File: config.mk
export PLATFORM = sky130hd
export DESIGN_NAME = rr_sel_4way_16
export DESIGN_NICKNAME = d
export VERILOG_FILES = /design/src/rtl/rr_sel_4way_16.sv
export SDC_FILE = /design/constraint.sdc
export NUM_CORES = 1
export LEC_CHECK = 0
export CORE_MARGIN = 10
export CORE_UTILIZATION = 40
export DETAILED_ROUTE_END_ITERATION = 10
export PLACE_DENSITY = 0.91
export RECOVER_POWER = 50
export REMOVE_ABC_BUFFERS = 1
export SETUP_SLACK_MARGIN = 0.4
export SYNTH_ARGS = -nofsm -noshare
export SYNTH_HDL_FRONTEND = slang
export SYNTH_SLANG_ARGS = --single-unit
File: constraint.sdc
create_clock -name clk -period 4.8 [get_ports clk]
set_input_delay 0.48 -clock clk [delete_from_list [all_inputs] [get_ports clk]]
set_output_delay 0.48 -clock clk [all_outputs]
set_load 0.01 [all_outputs]
File: src/rtl/rr_sel_4way_16.sv
// rr_sel_4way_16: round-robin 4-way valid/ready arbiter with a registered output word and mux selects
module rr_sel_4way_16 #(
  parameter int         WIDTH     = 16,
  parameter logic [1:0] START_PTR = 2'd0
) (
  input  logic             clk,
  input  logic             rst,
  input  logic [3:0]       in_valid,
  output logic [3:0]       in_ready,
  input  logic [WIDTH-1:0] in_data_0,
  input  logic [WIDTH-1:0] in_data_1,
  input  logic [WIDTH-1:0] in_data_2,
  input  logic [WIDTH-1:0] in_data_3,
  output logic             S1,
  output logic             S2,
  output logic             out_valid,
  output logic [WIDTH-1:0] out_data,
  input  logic             out_ready
);
  typedef enum logic {IDLE, HOLD} state_t;
  state_t           state_q, state_d;
  logic [1:0]       ptr_q, ptr_d, sel_q, sel_d, win;
  logic             out_valid_q, out_valid_d, can_take, fire;
  logic [WIDTH-1:0] out_data_q, out_data_d, win_data;
  always_comb begin
    win = ptr_q;
    for (int i = 3; i >= 0; i--) win = in_valid[ptr_q + 2'(i)] ? ptr_q + 2'(i) : win;
    win_data = (win == 2'd0) ? in_data_0 :
               (win == 2'd1) ? in_data_1 :
               (win == 2'd2) ? in_data_2 : in_data_3;
    can_take = (state_q == IDLE) | out_ready;
    fire = can_take & |in_valid;
    in_ready = (fire & ~rst) ? (4'b0001 << win) : 4'b0000;
    state_d = fire ? HOLD : (out_ready ? IDLE : state_q);
    out_valid_d = (state_d == HOLD);
    ptr_d = fire ? win + 2'd1 : ptr_q;
    sel_d = fire ? win : sel_q;
    out_data_d = fire ? win_data : out_data_q;
  end
  always_ff @(posedge clk or posedge rst) begin
    if (rst) begin
      state_q     <= IDLE;
      ptr_q       <= START_PTR;
      sel_q       <= 2'd0;
      out_valid_q <= 1'b0;
      out_data_q  <= '0;
    end else begin
      state_q     <= state_d;
      ptr_q       <= ptr_d;
      sel_q       <= sel_d;
      out_valid_q <= out_valid_d;
      out_data_q  <= out_data_d;
    end
  end
  assign S1        = sel_q[0];
  assign S2        = sel_q[1];
  assign out_valid = out_valid_q;
  assign out_data  = out_data_q;
endmodule

==> impl_metrics.json, run 1 <==
{
  "initial_core_util_pct": 41.45,
  "routedWlPerCell_um": 17.97,
  "finalNetCount": 333,
  "setup-violations-final": 0,
  "path_buf_inv": 3,
  "clockRootBuffer": "clkbuf_8",
  "portBuffers": 93,
  "cts_tree": "yes",
  "slew-limit-headroom_pct": 39.99,
  "sw_frac_of_total_pct": 38.65,
  "wirelength_mm": 5.480,
  "place_congestion": 0.7715,
  "max_freq_ghz": 0.2876,
  "cts_resized": 0,
  "start_kind": "input pin",
  "grt_pass1_vias": 1704,
  "ys_seq_area_share_pct": 34.37,
  "worst_path_max_delay_cell": "clkdlybuf4s50_1",
  "leakage_nw": 0.9577,
  "worstPathArrival_ns": 3.00,
  "clk_pin_slew_ns": 0.08,
  "placedCellCount": 301,
  "io_pins": 94,
  "yosysWarnings": 0,
  "comb_power_share_pct": 60.0,
  "postSynthCellCount": 171,
  "grt_max_degree": 33,
  "power_frac_seq_pct": 28.8,
  "total_power_mw": 1.046,
  "cts_sinks": 21,
  "critPathMaxStageDelay_ns": 0.56,
  "cts_buffer_depth": 2,
  "final_cell_mix": "clkdlybuf4s50_1 (81), dfrtp_1 (21), nand2b_1 (19), a21oi_1 (18)",
  "pwr-share-clk_pct": 11.2,
  "required_ns": 4.32,
  "fin_crit_ns": 3.477,
  "cts_hold_buffers": 0,
  "final_common_cell": "clkdlybuf4s50_1",
  "hold_class": "reg2reg",
  "finClkSkew_ns": 0.0008744,
  "synth.avg_cell_area_um2": 8.941,
  "globalRouteOverflowTotal": 0,
  "slew_viol_final": 0,
  "fp.coreArea_um2": 3689,
  "firstDrtPassIters": 4,
  "die_h_um": 81.83,
  "drtIter0Drc": 90,
  "rsz0062_at_grt": "no",
  "post_dp_cell_area_um2": 2469,
  "drv_cap": 0,
  "fin_cells": 305,
  "post-route-drc-count": 0,
  "path_cells": "clkdlybuf4s50_1 -> and3b_1 -> or4_1 -> and2_1 -> ha_1 -> buf_4 -> and3_1 -> clkdlybuf4s50_1",
  "fp.dieW_um": 81.83,
  "dp_hpwl_mm": 4.181,
  "synth-seq-cells": 21,
  "drtAntennaViolNets": 0,
  "ir_worst_vdd_uv": 173.6,
  "finalCritPeriodShare_pct": 72.45,
  "vias_per_cell": 5.407,
  "via_count": 1649,
  "antenna_cells": 0,
  "antenna_found_initial": 0,
  "power.internal_uw": 641.7,
  "path_common_cell": "clkdlybuf4s50_1",
  "power_density_nw_per_um2": 415.8,
  "design_area_um2": 2515,
  "cts_buffers": 3,
  "finalSetupTns_ns": 0,
  "synth_area_leaders": "dfrtp_1 (34%), mux2_2 (12%), o211ai_1 (7.9%), nand2b_1 (7.8%), a31oi_1 (7.0%)",
  "switching_power_uw": 404.2,
  "clock_latency_ns": 0.26,
  "synth_top_area_cell": "dfrtp_1",
  "synth_cell_type_count": 30,
  "endpoint_kind": "output pin",
  "path_class": "in2out",
  "utilization_pct": 68.18,
  "cts_max_level": 1,
  "finalHoldViolCount": 0,
  "worst_pin_slew_ns": 0.8992,
  "dieArea_um2": 6695,
  "rows": 22,
  "post_cts_buffers": 0,
  "synth_top_area_share_pct": 34.37,
  "syn_area_um2": 1529,
  "run_status": "finished clean",
  "critPathTopFamily": "buffers and inverters",
  "area_delta_synth_final_pct": 64.48,
  "track_usage_pct": 15.53,
  "critPathMaxFanout": 18,
  "grt_pass1_wl_mm": 8.224,
  "drive_gt1_share_pct": 10.89
}
==> per-layer routing <==
metal	part of all wire [%]	track usage [%]	wire length, um	vias to the layer above
li1	-	-	-	797
met1	39	17.37	2115	783
met2	51	27.12	2813	63
met3	8.0	4.803	439	6
met4	2.0	5.612	112	0
met5	0	0	0	-
==> cells by family after synthesis <==
kind of cell	after synthesis	synth area share, %
buffers and inverters	18	6.056
muxes	17	12.77
adders and majority gates	4	3.273
AOI/OAI and AO/OA	58	24.22
DFF	21	34.37
and+or+nand+nor	53	19.31
==> power groups by stage <==
stage,combinational [mW],clock (mW),sequential (mW)
floorplan,0.306,0,0.333
global placement,0.631,0,0.297
detailed placement,0.648,0,0.305
CTS,0.650,0.118,0.302
global route,0.688,0.127,0.311
finish,0.628,0.117,0.301
==> tightest hold or removal path: stages, from the launching register on <==
cell,delay (ns)
dfrtp_1,0.34
a21oi_1,0.04
a31oi_1,0.12
==> Yosys cell counts, drive strengths merged <==
cell type and count:
dfrtp 21, nand2b 19, a21oi 18, a31oi 17, mux2 17, nand2 17
o211ai 16, clkbuf 10, and3 5, buf 5, ha 4, inv 3
nor2b 3, and2 2, o21ai 2, or4 2, a21boi 1, a21o 1
a41o 1, a41oi 1, and3b 1, nand3 1, nor2 1, nor3 1
o32a 1, or2 1
==> final timing paths <==
| check | start | end | slack (ns) | cells past startpoint |
|---|---|---|---|---|
| setup / recovery | in_valid[3] | in_ready[0] | 1.32 | 8 |
| hold / removal | out_data[3] | out_data[3] | 0.55 | 2 |
| setup reg to reg | ptr_q[1] | out_data[14] | 2.09 | 8 |
| hold reg to reg | out_data[3] | out_data[3] | 0.55 | 2 |
| max in group asynchronous | rst | out_data[15] | 3.39 | 2 |
| min in group asynchronous | rst | sel_q[1] | 0.86 | 2 |
==> registers in the layout, indices dropped and copies added, names as in the netlist <==
name	flops
sel_q	2
state_q	1
out_data	16
ptr_q	2
==> per-stage QoR <==
step           setup slack (ns)  hold slack [ns]
3_3_place_gp              1.398           0.5256
5_1_grt                   1.230           0.5768
4_1_cts                   1.334           0.5564
3_5_place_dp              1.343           0.5339
6_report                  1.323           0.5467
2_1_floorplan             2.234           0.4782
==> final cells by class <==
cell class | instances | area (um2)
inverters | 3 | 11.26
clock buffers | 3 | 41.29
well taps | 48 | 60.06
flip-flops and latches | 21 | 525.5
clock inverters | 1 | 5.005
multi-input cells | 132 | 910.9
repair buffers | 97 | 960.9
fillers | 327 | 1174
Note: power is estimated with default switching activity, not from simulation.
==> inputs of run 2 (changes only) <==
--- a/config.mk
+++ b/config.mk
@@ -6,9 +6,9 @@
 export NUM_CORES = 1
 export LEC_CHECK = 0
 export CORE_MARGIN = 10
-export CORE_UTILIZATION = 40
+export CORE_UTILIZATION = 34
 export DETAILED_ROUTE_END_ITERATION = 10
-export PLACE_DENSITY = 0.91
+export PLACE_DENSITY = 0.83
 export RECOVER_POWER = 50
 export REMOVE_ABC_BUFFERS = 1
 export SETUP_SLACK_MARGIN = 0.4
==> constraint.sdc (replaced) <==
create_clock -name clk -period 3.05 [get_ports clk]
set_input_delay 0.305 -clock clk [delete_from_list [all_inputs] [get_ports clk]]
set_output_delay 0.305 -clock clk [all_outputs]
set_load 0.01 [all_outputs]
==> impl_metrics.json, run 2 (synthesis results as in run 1) <==
{
  "finalNetCount": 339,
  "vias_per_cell": 5.219,
  "clockRootBuffer": "clkbuf_8",
  "run_status": "finished clean",
  "finalCritPeriodShare_pct": 83.45,
  "critPathMaxStageDelay_ns": 0.51,
  "routedWlPerCell_um": 17.52,
  "dp_hpwl_mm": 4.378,
  "ir_worst_vdd_uv": 255.7,
  "design_area_um2": 2555,
  "slew_viol_final": 0,
  "portBuffers": 93,
  "leakage_nw": 1.008,
  "path_class": "reg2out",
  "path_cells": "and3b_1 -> or4_1 -> and2_1 -> ha_1 -> and3_1 -> dlygate4sd2_1",
  "rows": 24,
  "via_count": 1644,
  "initial_core_util_pct": 35.11,
  "cts_buffers": 3,
  "cts_sinks": 21,
  "drive_gt1_share_pct": 12.55,
  "track_usage_pct": 13.63,
  "fillers": 399,
  "fp.coreArea_um2": 4354,
  "rsz0062_at_grt": "no",
  "clock_latency_ns": 0.27,
  "path_buf_inv": 1,
  "endpoint_kind": "output pin",
  "clk_pin_slew_ns": 0.09,
  "cts_tree": "yes",
  "globalRouteOverflowTotal": 0,
  "critPathMaxFanout": 7,
  "post_cts_buffers": 0,
  "r2r_setup_slack_ns": 0.61,
  "cp_num_cells": 6,
  "fp.dieW_um": 87.06,
  "finalSetupTns_ns": 0,
  "r2r_cells": 9,
  "grt_pass1_wl_mm": 8.349,
  "post_dp_cell_area_um2": 2519,
  "worstPathArrival_ns": 2.24,
  "grt_pass1_vias": 1659,
  "cts_buffer_depth": 2,
  "grt_max_degree": 33,
  "critPathTopFamily": "simple AND/OR/NAND/NOR gates",
  "drtIter0Drc": 104,
  "hold_ws_ns": 0.4831,
  "finalHoldViolCount": 0,
  "place_congestion": 0.7798,
  "worst_path_max_delay_cell": "or4_1",
  "max_freq_ghz": 0.3929,
  "cts_hold_buffers": 0,
  "io_pins": 94,
  "worst_slack_ns": 0.5046,
  "finClkSkew_ns": 0.005408,
  "hold_class": "in2async",
  "power_density_nw_per_um2": 652.9,
  "dieArea_um2": 7579,
  "fin_crit_ns": 2.545,
  "drtAntennaViolNets": 0,
  "start_kind": "register",
  "final_common_cell": "clkdlybuf4s50_1",
  "setup-violations-final": 0,
  "required_ns": 2.74,
  "post-route-drc-count": 0,
  "slew-limit-headroom_pct": 68.58,
  "area_delta_synth_final_pct": 67.10,
  "firstDrtPassIters": 4,
  "pre_cts_ws_ns": 0.1493,
  "antenna_cells": 0,
  "drv_cap": 0,
  "final_cell_mix": "clkdlybuf4s50_1 (75), dfrtp_1 (20), nand2b_1 (19), a21oi_1 (18)",
  "largest_register_ff_count": 16,
  "cts_max_level": 1,
  "antenna_found_initial": 0,
  "wirelength_mm": 5.520,
  "die_h_um": 87.06,
  "worst_pin_slew_ns": 0.4708
}
## run 2: cell types whose count changed in the layout (fill, tap and decap cells not counted)
cell,previous run,this run
clkdlybuf4s50_1,81,75
dlygate4sd2_1,0,5
buf_4,4,8
clkbuf_1,0,2
dfrtp_1,21,20
dfrtp_2,0,1
dlymetal6s2s_1,0,1
## run 2: layer usage
layer,wire length (um),vias to the layer above,track usage (%)
met5,0,-,0
met4,61,0,4.566
met3,425,4,3.933
met2,2840,55,23.72
met1,2192,778,15.45
li1,-,807,-
## run 2: repair_timing
| item | 4_1_cts | 5_1_grt |
|---|---|---|
| endpoints found under the setup margin | 4 | 16 |
| gates cloned | 0 | 0 |
| gates resized for setup | 5 | 2 |
## run 2: path summary, 6_finish.rpt
check	startpoint	endpoint
worst min register to register	out_data[1]	out_data[1]
max in group asynchronous	rst	sel_q[1]
worst min-delay path	rst	out_data[8]
worst max-delay path	ptr_q[1]	in_ready[0]
worst max register to register	ptr_q[1]	out_data[3]
min in group clk	out_data[1]	out_data[1]
## run 2: power breakdown
group / leakage [nW] / internal [mW] / switching (mW)
clock: 0.0255 / 0.0914 / 0.106
sequential: 0.233 / 0.400 / 0.0737
combinational: 0.750 / 0.537 / 0.459
total: 1.01 / 1.03 / 0.639
## run 2: worst reg2reg max path, delay by kind of cell (launching register included)
family	cells	cell delay, ns
flip-flops	1	0.45
buffers and inverters	3	0.56
adder cells (fa/ha/maj)	1	0.20
AO/OA/AOI/OAI	2	0.27
AND/OR/NAND/NOR	3	0.88
## run 2: cell type report
cell class                      instances  area (um2)  share of cell area [%]
Sequential cell                        21       526.8                   20.62
Tap cell                               52       65.06                   2.547
Clock buffer                            3       41.29                   1.616
Clock inverter                          1       5.005                  0.1959
Timing Repair Buffer                  103       994.7                   38.93
Inverter                                3       11.26                  0.4407
Multi-Input combinational cell        132       910.9                   35.65
## run 2: metrics by stage
step / instances / total power [mW] / util [%]
6_report: 315 / 1.668 / 58.68
5_1_grt: 315 / 1.789 / 58.68
4_1_cts: 315 / 1.713 / 58.76
3_5_place_dp: 311 / 1.523 / 57.84
3_3_place_gp: 311 / 1.491 / 57.84
2_1_floorplan: 156 / 1.005 / -
==> RTL edit: new RTL, config.mk and constraints of run 2 <==
Reset style: synchronous (`rst`), changed in one clocked block.
--- a/src/rtl/rr_sel_4way_16.sv
+++ b/src/rtl/rr_sel_4way_16.sv
@@ -38,5 +38,5 @@
     out_data_d = fire ? win_data : out_data_q;
   end
-  always_ff @(posedge clk or posedge rst) begin
+  always_ff @(posedge clk) begin
     if (rst) begin
       state_q     <= IDLE;
Check against the original RTL: differs if rst is asserted again (counterexample within 4 cycles, from zero or initial values and one cycle with rst high); with rst held inactive, the same outputs for 10 cycles.
==> RTL edit against run 2 <==
- critical path depth down 1
- final cell count down 1.3%
- clock power down 8%
- utilization up 1.1 points
- total power down 37%
- clock skew down 2.4 ps
- design area down 5.8%
- synthesized area down 7.1%
- die area down 5.5%
- worst hold slack worse by 9.8 ps
- worst setup slack worse by 170 ps
- routed wire length down 9.1%
- sequential cell count unchanged
- largest power group unchanged
==> RTL edit: results (changes against run 2) <==
[placed_design]
postPlaceCellArea_sq_um = 2385  ; -5.3%
pre_cts_slack_ps = 222.5  ; +73.24 ps
finalWeightedCongestion = 0.7410  ; -5.0%
dpl.hpwl_um = 4029  ; -8.0%

[cells_and_area]
drive_gt1_share_pct = 5.364  ; -7.2 points
inv_count = 6  ; +3
fill_cells = 381  ; -4.5%
buffers = 100  ; -2.9%
regArea_sq_um = 421.7  ; -20%
clk_share_pct = 1.871  ; +0.059 points
multi_input_area_sq_um = 877.1  ; -3.7%
bufAreaShareNonClock_pct = 40.64  ; +1.7 points
multi_input_gates = 130  ; -1.5%
fin_cells = 311  ; -1.3%
num-clock-buffers = 4  ; +1

[setup_path]
cpLargestDelayFamily = buffers and inverters
critPathSlowestCell = a21oi_1
arrival_ps = 2410  ; +170 ps
crit_fanout = 14  ; +7
worst_path_largest_cell_delay_ps = 770  ; +260 ps

[detailed_routing]
wl_met1_um = 2074  ; -5.4%
wl_met3_um = 292  ; -31%
first_iter_violations = 70  ; -33%
wl_um = 5015  ; -9.1%
viasPerCell = 4.965  ; -4.9%

[grt]
grt_use_met3_pct = 3.768  ; -0.16 points
grt_usage_pct = 13.36  ; -0.27 points
grt_use_met2_pct = 24.43  ; +0.72 points
grt_pass1_vias = 1628  ; -1.9%

[power_and_ir_drop]
ir_drop_mv = 0.2397  ; -6.3%

[logic_synthesis]
synth.area.mux_share_pct = 23.26  ; +10 points
async_flop_share_pct = 0  ; -100 points
yosys-top-cells-count = mux2i_1 (33), dfxtp_1 (21), a21oi_1 (20)
synth_xor_area_share_pct = 0  ; unchanged
synth_cells = 170  ; -0.58%
ys_warn_count = 0  ; unchanged
ys_seq_area_share_pct = 29.60  ; -4.8 points
synth_cell_types = 29  ; -3.3%

[floorplanning]
num_rows = 23  ; -4.2%

[clocking]
cts_root_buf = clkbuf_8
cts_setup_buffers = 1  ; +1
clkTransAtPathRegs_ps = 70  ; -20 ps
cts_resized = 4  ; -1

[status]
status = finished clean

[timing]
fin_worst_skew_ps = 3.025  ; -2.383 ps
maxSlewHeadroom_pct = 34.27  ; -34 points

[min_path]
hold_path_class = reg -> reg

-- RTL edit: changes by cell type in the layout (fill, tap and decap cells not counted), sizes merged, moves of 3 or more --
cell                  run 2  this run
mux2                     17         0
inv                       3         6
o211ai                   16         0
mux2i                     0        33
o21ai                     2        34
dlygate4sd3              12        19
dfrtp                    21         0
nand2b                   19         2
clkdlybuf4s50            75        70
a31oi                    17         0
dfxtp                     0        21
a21oi                    18        21
-- RTL edit: report_power, final --
group          switching (W)  internal [W]  total (W)
registers          0.0000253      0.000319   0.000344
clock network      0.0000896     0.0000931   0.000183
logic               0.000243      0.000283   0.000526
-- RTL edit: final timing paths --
kind                            slack (ps)  cells past startpoint                  start                  endpoint
worst max register to register         830                     10  ptr_q[0]$_SDFFE_PP0P_  out_data[0]$_SDFFE_PP0P_
worst min register to register         470                      2   state_q$_SDFFE_PP0P_      state_q$_SDFFE_PP0P_
worst max-delay path                   340                      5              out_ready               in_ready[1]
worst min-delay path                   470                      2   state_q$_SDFFE_PP0P_      state_q$_SDFFE_PP0P_
